<file path="src/rtl/bootrom_copier_if.sv">
// SRAM write port of the boot ROM copier: registered address/data with a
// request held until the memory acknowledges it.
interface bootrom_copier_if #(
  parameter int ADDR_W = 21
);
  logic [ADDR_W-1:0] mem_addr;
  logic [7:0]        mem_dout;
  logic              mem_we;
  logic              mem_ack;

  modport master (
    output mem_addr,
    output mem_dout,
    output mem_we,
    input  mem_ack
  );

  modport slave (
    input  mem_addr,
    input  mem_dout,
    input  mem_we,
    output mem_ack
  );
endinterface

</file>
<file path="src/rtl/bootrom_copier.sv">
// Boot-time copier: streams a byte range of the synchronous boot ROM into
// SRAM as the shadow DivMMC page, holding the Z80 in reset until done.
module bootrom_copier #(
  parameter int                ADDR_W    = 21,
  parameter int                SRC_START = 512,
  parameter int                LENGTH    = 8192,
  parameter logic [ADDR_W-1:0] DST_BASE  = 21'h040000
) (
  input  logic             clk,
  input  logic             rst_n,
  input  logic             start,
  output logic [13:0]      rom_a,
  input  logic [7:0]       rom_dout,
  bootrom_copier_if.master mem,
  output logic             busy,
  output logic             done,
  output logic             cpu_hold,
  output logic [15:0]      checksum
);

  generate
    if (SRC_START < 0 || SRC_START > 16383 || LENGTH < 0 ||
        SRC_START + LENGTH > 16384) begin : g_bad_range
      $error("bootrom_copier: source range exceeds the 16 KiB ROM");
    end
  endgenerate

  localparam logic [13:0] SRC_A = 14'(SRC_START);
  localparam logic [14:0] LEN_C = 15'(LENGTH);

  typedef enum logic [2:0] {IDLE, ROMWAIT, CAPTURE, WRITE, FINISH} state_t;

  state_t      state_reg;
  logic [14:0] count_reg;

  always_ff @(posedge clk) begin
    if (!rst_n) begin
      state_reg    <= IDLE;
      count_reg    <= '0;
      rom_a        <= SRC_A;
      mem.mem_addr <= DST_BASE;
      mem.mem_dout <= '0;
      mem.mem_we   <= 1'b0;
      busy         <= 1'b0;
      done         <= 1'b0;
      cpu_hold     <= 1'b1;
      checksum     <= '0;
    end else begin
      case (state_reg)
        IDLE: begin
          if (start) begin
            count_reg    <= LEN_C;
            rom_a        <= SRC_A;
            mem.mem_addr <= DST_BASE;
            checksum     <= '0;
            done         <= 1'b0;
            busy         <= 1'b1;
            state_reg    <= (LENGTH == 0) ? FINISH : ROMWAIT;
          end
        end
        // ROM registers rom_a on this state's exit edge
        ROMWAIT: state_reg <= CAPTURE;
        CAPTURE: begin
          mem.mem_dout <= rom_dout;
          checksum     <= checksum + {8'h00, rom_dout};
          mem.mem_we   <= 1'b1;
          state_reg    <= WRITE;
        end
        WRITE: begin
          if (mem.mem_we && mem.mem_ack) begin
            mem.mem_we <= 1'b0;
            count_reg  <= count_reg - 15'd1;
            if (count_reg == 15'd1) begin
              state_reg <= FINISH;
            end else begin
              rom_a        <= rom_a + 14'd1;
              mem.mem_addr <= mem.mem_addr + ADDR_W'(1);
              state_reg    <= ROMWAIT;
            end
          end
        end
        FINISH: begin
          busy      <= 1'b0;
          done      <= 1'b1;
          cpu_hold  <= 1'b0;
          state_reg <= IDLE;
        end
        default: state_reg <= IDLE;
      endcase
    end
  end

endmodule

</file>
<file path="src/flat_wrapper.sv">
// flat-port wrapper written by rule: the top's interface ports become plain ports
module bootrom_copier_flat 
#(
  parameter int                ADDR_W    = 21,
  parameter int                SRC_START = 512,
  parameter int                LENGTH    = 8192,
  parameter logic [ADDR_W-1:0] DST_BASE  = 21'h040000
)
  (clk, rst_n, start, rom_a, rom_dout, busy, done, cpu_hold, checksum, mem_mem_addr, mem_mem_dout, mem_mem_we, mem_mem_ack);
  bootrom_copier_if #(.ADDR_W(ADDR_W)) mem_i ();
  input  logic clk;
  input  logic rst_n;
  input  logic start;
  output logic [13:0] rom_a;
  input  logic [7:0] rom_dout;
  output logic busy;
  output logic done;
  output logic cpu_hold;
  output logic [15:0] checksum;
  output wire logic [$bits(mem_i.mem_addr)-1:0] mem_mem_addr;
  output wire logic [$bits(mem_i.mem_dout)-1:0] mem_mem_dout;
  output wire logic [$bits(mem_i.mem_we)-1:0] mem_mem_we;
  input wire logic [$bits(mem_i.mem_ack)-1:0] mem_mem_ack;
  assign mem_mem_addr = mem_i.mem_addr;
  assign mem_mem_dout = mem_i.mem_dout;
  assign mem_mem_we = mem_i.mem_we;
  assign mem_i.mem_ack = mem_mem_ack;
  bootrom_copier #(.ADDR_W(ADDR_W), .SRC_START(SRC_START), .LENGTH(LENGTH), .DST_BASE(DST_BASE)) u_core (.clk(clk), .rst_n(rst_n), .start(start), .rom_a(rom_a), .rom_dout(rom_dout), .mem(mem_i), .busy(busy), .done(done), .cpu_hold(cpu_hold), .checksum(checksum));
endmodule
</file>
<file path="config.mk">
export PLATFORM = sky130hd
export DESIGN_NAME = bootrom_copier_flat
export DESIGN_NICKNAME = d
export VERILOG_FILES = /design/src/rtl/bootrom_copier_if.sv /design/src/rtl/bootrom_copier.sv /design/src/flat_wrapper.sv
export SDC_FILE = /design/constraint.sdc
export NUM_CORES = 1
export LEC_CHECK = 0
export CAP_MARGIN = 15
export CELL_PAD_IN_SITES_DETAIL_PLACEMENT = 0
export CELL_PAD_IN_SITES_GLOBAL_PLACEMENT = 1
export CORE_ASPECT_RATIO = 1.75
export CORE_MARGIN = 4
export CORE_UTILIZATION = 34
export DETAILED_ROUTE_END_ITERATION = 7
export PLACE_DENSITY = 0.82
export SLEW_MARGIN = 20
export SYNTH_ARGS = -nofsm -noshare
export SYNTH_HDL_FRONTEND = slang
export SYNTH_SLANG_ARGS = --single-unit
export TNS_END_PERCENT = 100
</file>
<file path="constraint.sdc">
create_clock -name clk -period 2.4 [get_ports clk]
set_clock_uncertainty 0.2 [all_clocks]
set_input_delay 0.24 -clock clk [delete_from_list [all_inputs] [get_ports clk]]
set_output_delay 0.24 -clock clk [all_outputs]
set_load 0.02 [all_outputs]
</file>
==> impl_results.md <==
* Status: finished, final reports clean
* Initial antenna violation count at 0
* Post-synth ARST share at 0%
* Row count at 52
* Minimum clock period at 2.307 ns
* WP data required at 2.47 ns
* Hold Fails Final Rpt at 0
* Crit-path max FO at 3
* Internal power at 2.468 mW
* RSZ-0062 raised after global routing: no
* Comb power frac at 16.8%
* Post-Syn Instances at 473
* Final Max Tran Viols at 0
* Initial Util at 34.72%
* Kind of end point of the critical path: flop
* Port Buf Inserts at 74
* Syn nets at 498
* Fmax achieved at 433.5 MHz
* Vias in the first global route at 4058
* Dpl cell area at 5265 um2
* Flop pwr share at 43.1%
* Via count at 3977
* Mapped Avg Cell Area at 8.502 um2
* VDD IR max at 0.0004040 V
* Final Cycle Share at 96.11%
* H-Tree Depth at 3
* Clock root buffer: clkbuf_16
* Leading cell type in the layout, fill and taps excluded: dfxtp_1
* Bufs on Longest Clock Path at 2
* YS warnings at 0
* Worst-Margin Slew at 0.5015 ns
* Critical path class: input port to flop
* Met2 WL at 6035 um
* Area growth, synth to finish at 38.92%
* Synth area leaders: dfxtp_1, nand2_1, ha_1, a21oi_1, xor2_1
* Pleak at 1.996 nW
* Crit path DAT at 2.38 ns
* Fraction of layout instances using a drive strength above 1 at 13.26%
* Cells after DPL at 714
* Largest register FFs at 21
* Finished layout cell area at 5587 um2
* HPWL Detailed at 8688 um
* Routed len/inst at 15.58 um
* CTS Buf Count at 9
* Gr usage total at 16.82%
* Cell variety after synth at 51
* Die H at 151.9 um
* Final setup fails at 0
* Sequential area share after synthesis at 40.32%
* Slew headroom at 66.57%
* Hold crit path type: flop to flop
* ANT cells at 0
* Clk pwr share at 40.1%
* Die area at 13700 um2
* Synth Cell Area at 4021 um2
* Number of synthesized register bits at 81
* Main synth FF type: dfxtp_1
* Met1 WL at 4289 um
* First-pass GRT wire length at 18880 um
* Max-cap violations at 0
* Clk Latency, worst-skew pair at 0.34 ns
* ANT nets after route at 0
* Util after Layout at 48.24%
* Non-filler cells, final at 731
* Hold Buf Count CTS at 0
* Vias/cell at 5.440
* Sw Ratio at 26.75%
* Overall Power at 3.369 mW
* Final wirelength at 11390 um
* CORE AREA at 11580 um2
* Most frequent cells in the layout: dfxtp_1, clkdlybuf4s50_1, buf_4
* Synth area leader: dfxtp_1
* CTS tree: built
* Die Wd at 90.21 um
* Post-synth top area share at 40.32%
* Clock-pin slew on the worst setup and hold paths at 0.06 ns
* Final #Nets at 616
* Top Metal Used: met4
* Final GP Congestion at 0.8346
* Clk sinks at 81
* Routed wire length on met3 at 694 um
* PwrDens at 603.1 nW/um2
* Grt ovf at 0
* Initial DRT Pass Iterations at 4
* # DRC at 0
* Critical path launch point type: input port
* Net Switching at 0.9011 mW
* Pin count of the biggest net entering global routing at 38
* Starting DRT DRC Count at 113
* EDFF count, synth at 0
* IO Count at 75
-- area by class of cell --
type,instances,area [um2]
clock buffer,11,232.7
fill,1138,5995
clock inverter,5,56.30
inverter,10,37.54
sequential,81,1622
multi-input combinational,362,2302
timing repair buffer,127,1167
tap,135,168.9
-- through the flow --
| step | hold slack [ns] | TNS [ns] | worst slack, ns |
|---|---|---|---|
| final | 0.2592 | 0 | 0.09327 |
| after global routing | 0.3059 | 0 | 0.002290 |
| after CTS | 0.2715 | 0 | 0.04276 |
| after detailed placement | 0.2615 | -3.812 | -0.2606 |
| after global placement | 0.2545 | -2.613 | -0.1699 |
| after floorplan | 0.1849 | 0 | 0.1189 |
-- Yosys cell counts (4+ instances only) --
cell type / instances
ha_1: 12
nand4_1: 11
nor3_1: 15
and3_1: 8
and4_1: 5
o21a_1: 7
nand3b_1: 4
inv_1: 10
and2_1: 8
a21oi_1: 29
or3_1: 18
o21ai_0: 26
a21boi_0: 13
nand3_1: 16
mux2i_1: 5
o2111ai_1: 8
dfxtp_1: 81
xnor2_1: 10
xor2_1: 16
clkbuf_1: 16
nand2b_1: 9
nor2_1: 35
o211ai_1: 10
nand2_1: 48
nor2b_1: 6
nor4_1: 6
-- metal layers --
| metal | track usage, % | vias to the layer above |
|---|---|---|
| li1 | - | 1947 |
| met1 | 17.01 | 1909 |
| met2 | 31.03 | 97 |
| met3 | 4.651 | 24 |
| met4 | 8.619 | 0 |
| met5 | 0 | - |
-- worst max-delay path: stages --
cell,delay (ns)
clkdlybuf4s50_1,0.48
ha_1,0.17
inv_1,0.06
fa_1,0.39
nand2b_1,0.19
a21oi_1,0.19
buf_4,0.15
o2111ai_1,0.10
a21oi_1,0.21
mux2i_1,0.20
-- cell families after synthesis --
logic type | Yosys count | synth area share (%)
DFF | 81 | 40.32
and+or+nand+nor | 201 | 26.14
AOI/OAI and AO/OA | 117 | 19.32
xor gates and xnor gates | 26 | 5.663
buffers and inverters | 30 | 3.080
muxes | 5 | 1.245
adders and majority gates | 13 | 4.231
-- power by group through the flow --
stage | combinational, mW | clock [mW] | sequential, mW
floorplan | 0.315 | 0 | 1.50
global placement | 0.555 | 0 | 1.48
detailed placement | 0.564 | 0 | 1.48
CTS | 0.568 | 1.38 | 1.45
global route | 0.626 | 1.44 | 1.46
finish | 0.565 | 1.35 | 1.45
-- path summary, 6_finish.rpt --
| kind | start | to | slack [ns] | depth (start not counted) |
|---|---|---|---|---|
| worst min-delay path | u_core.cpu_hold | u_core.cpu_hold | 0.26 | 2 |
| worst max-delay path | rom_dout[0] | u_core.checksum[8] | 0.09 | 10 |
| worst max register to register | u_core.checksum[0] | u_core.checksum[8] | 0.11 | 9 |
| worst min register to register | u_core.cpu_hold | u_core.cpu_hold | 0.26 | 2 |
-- what timing repair did --
| action | in CTS | in global routing |
|---|---|---|
| buffers inserted | 0 | 1 |
| setup endpoints to repair | 1 | 14 |
| gates resized for setup | 1 | 5 |
| pin swaps | 0 | 1 |
(Power assumes the default switching activity.)
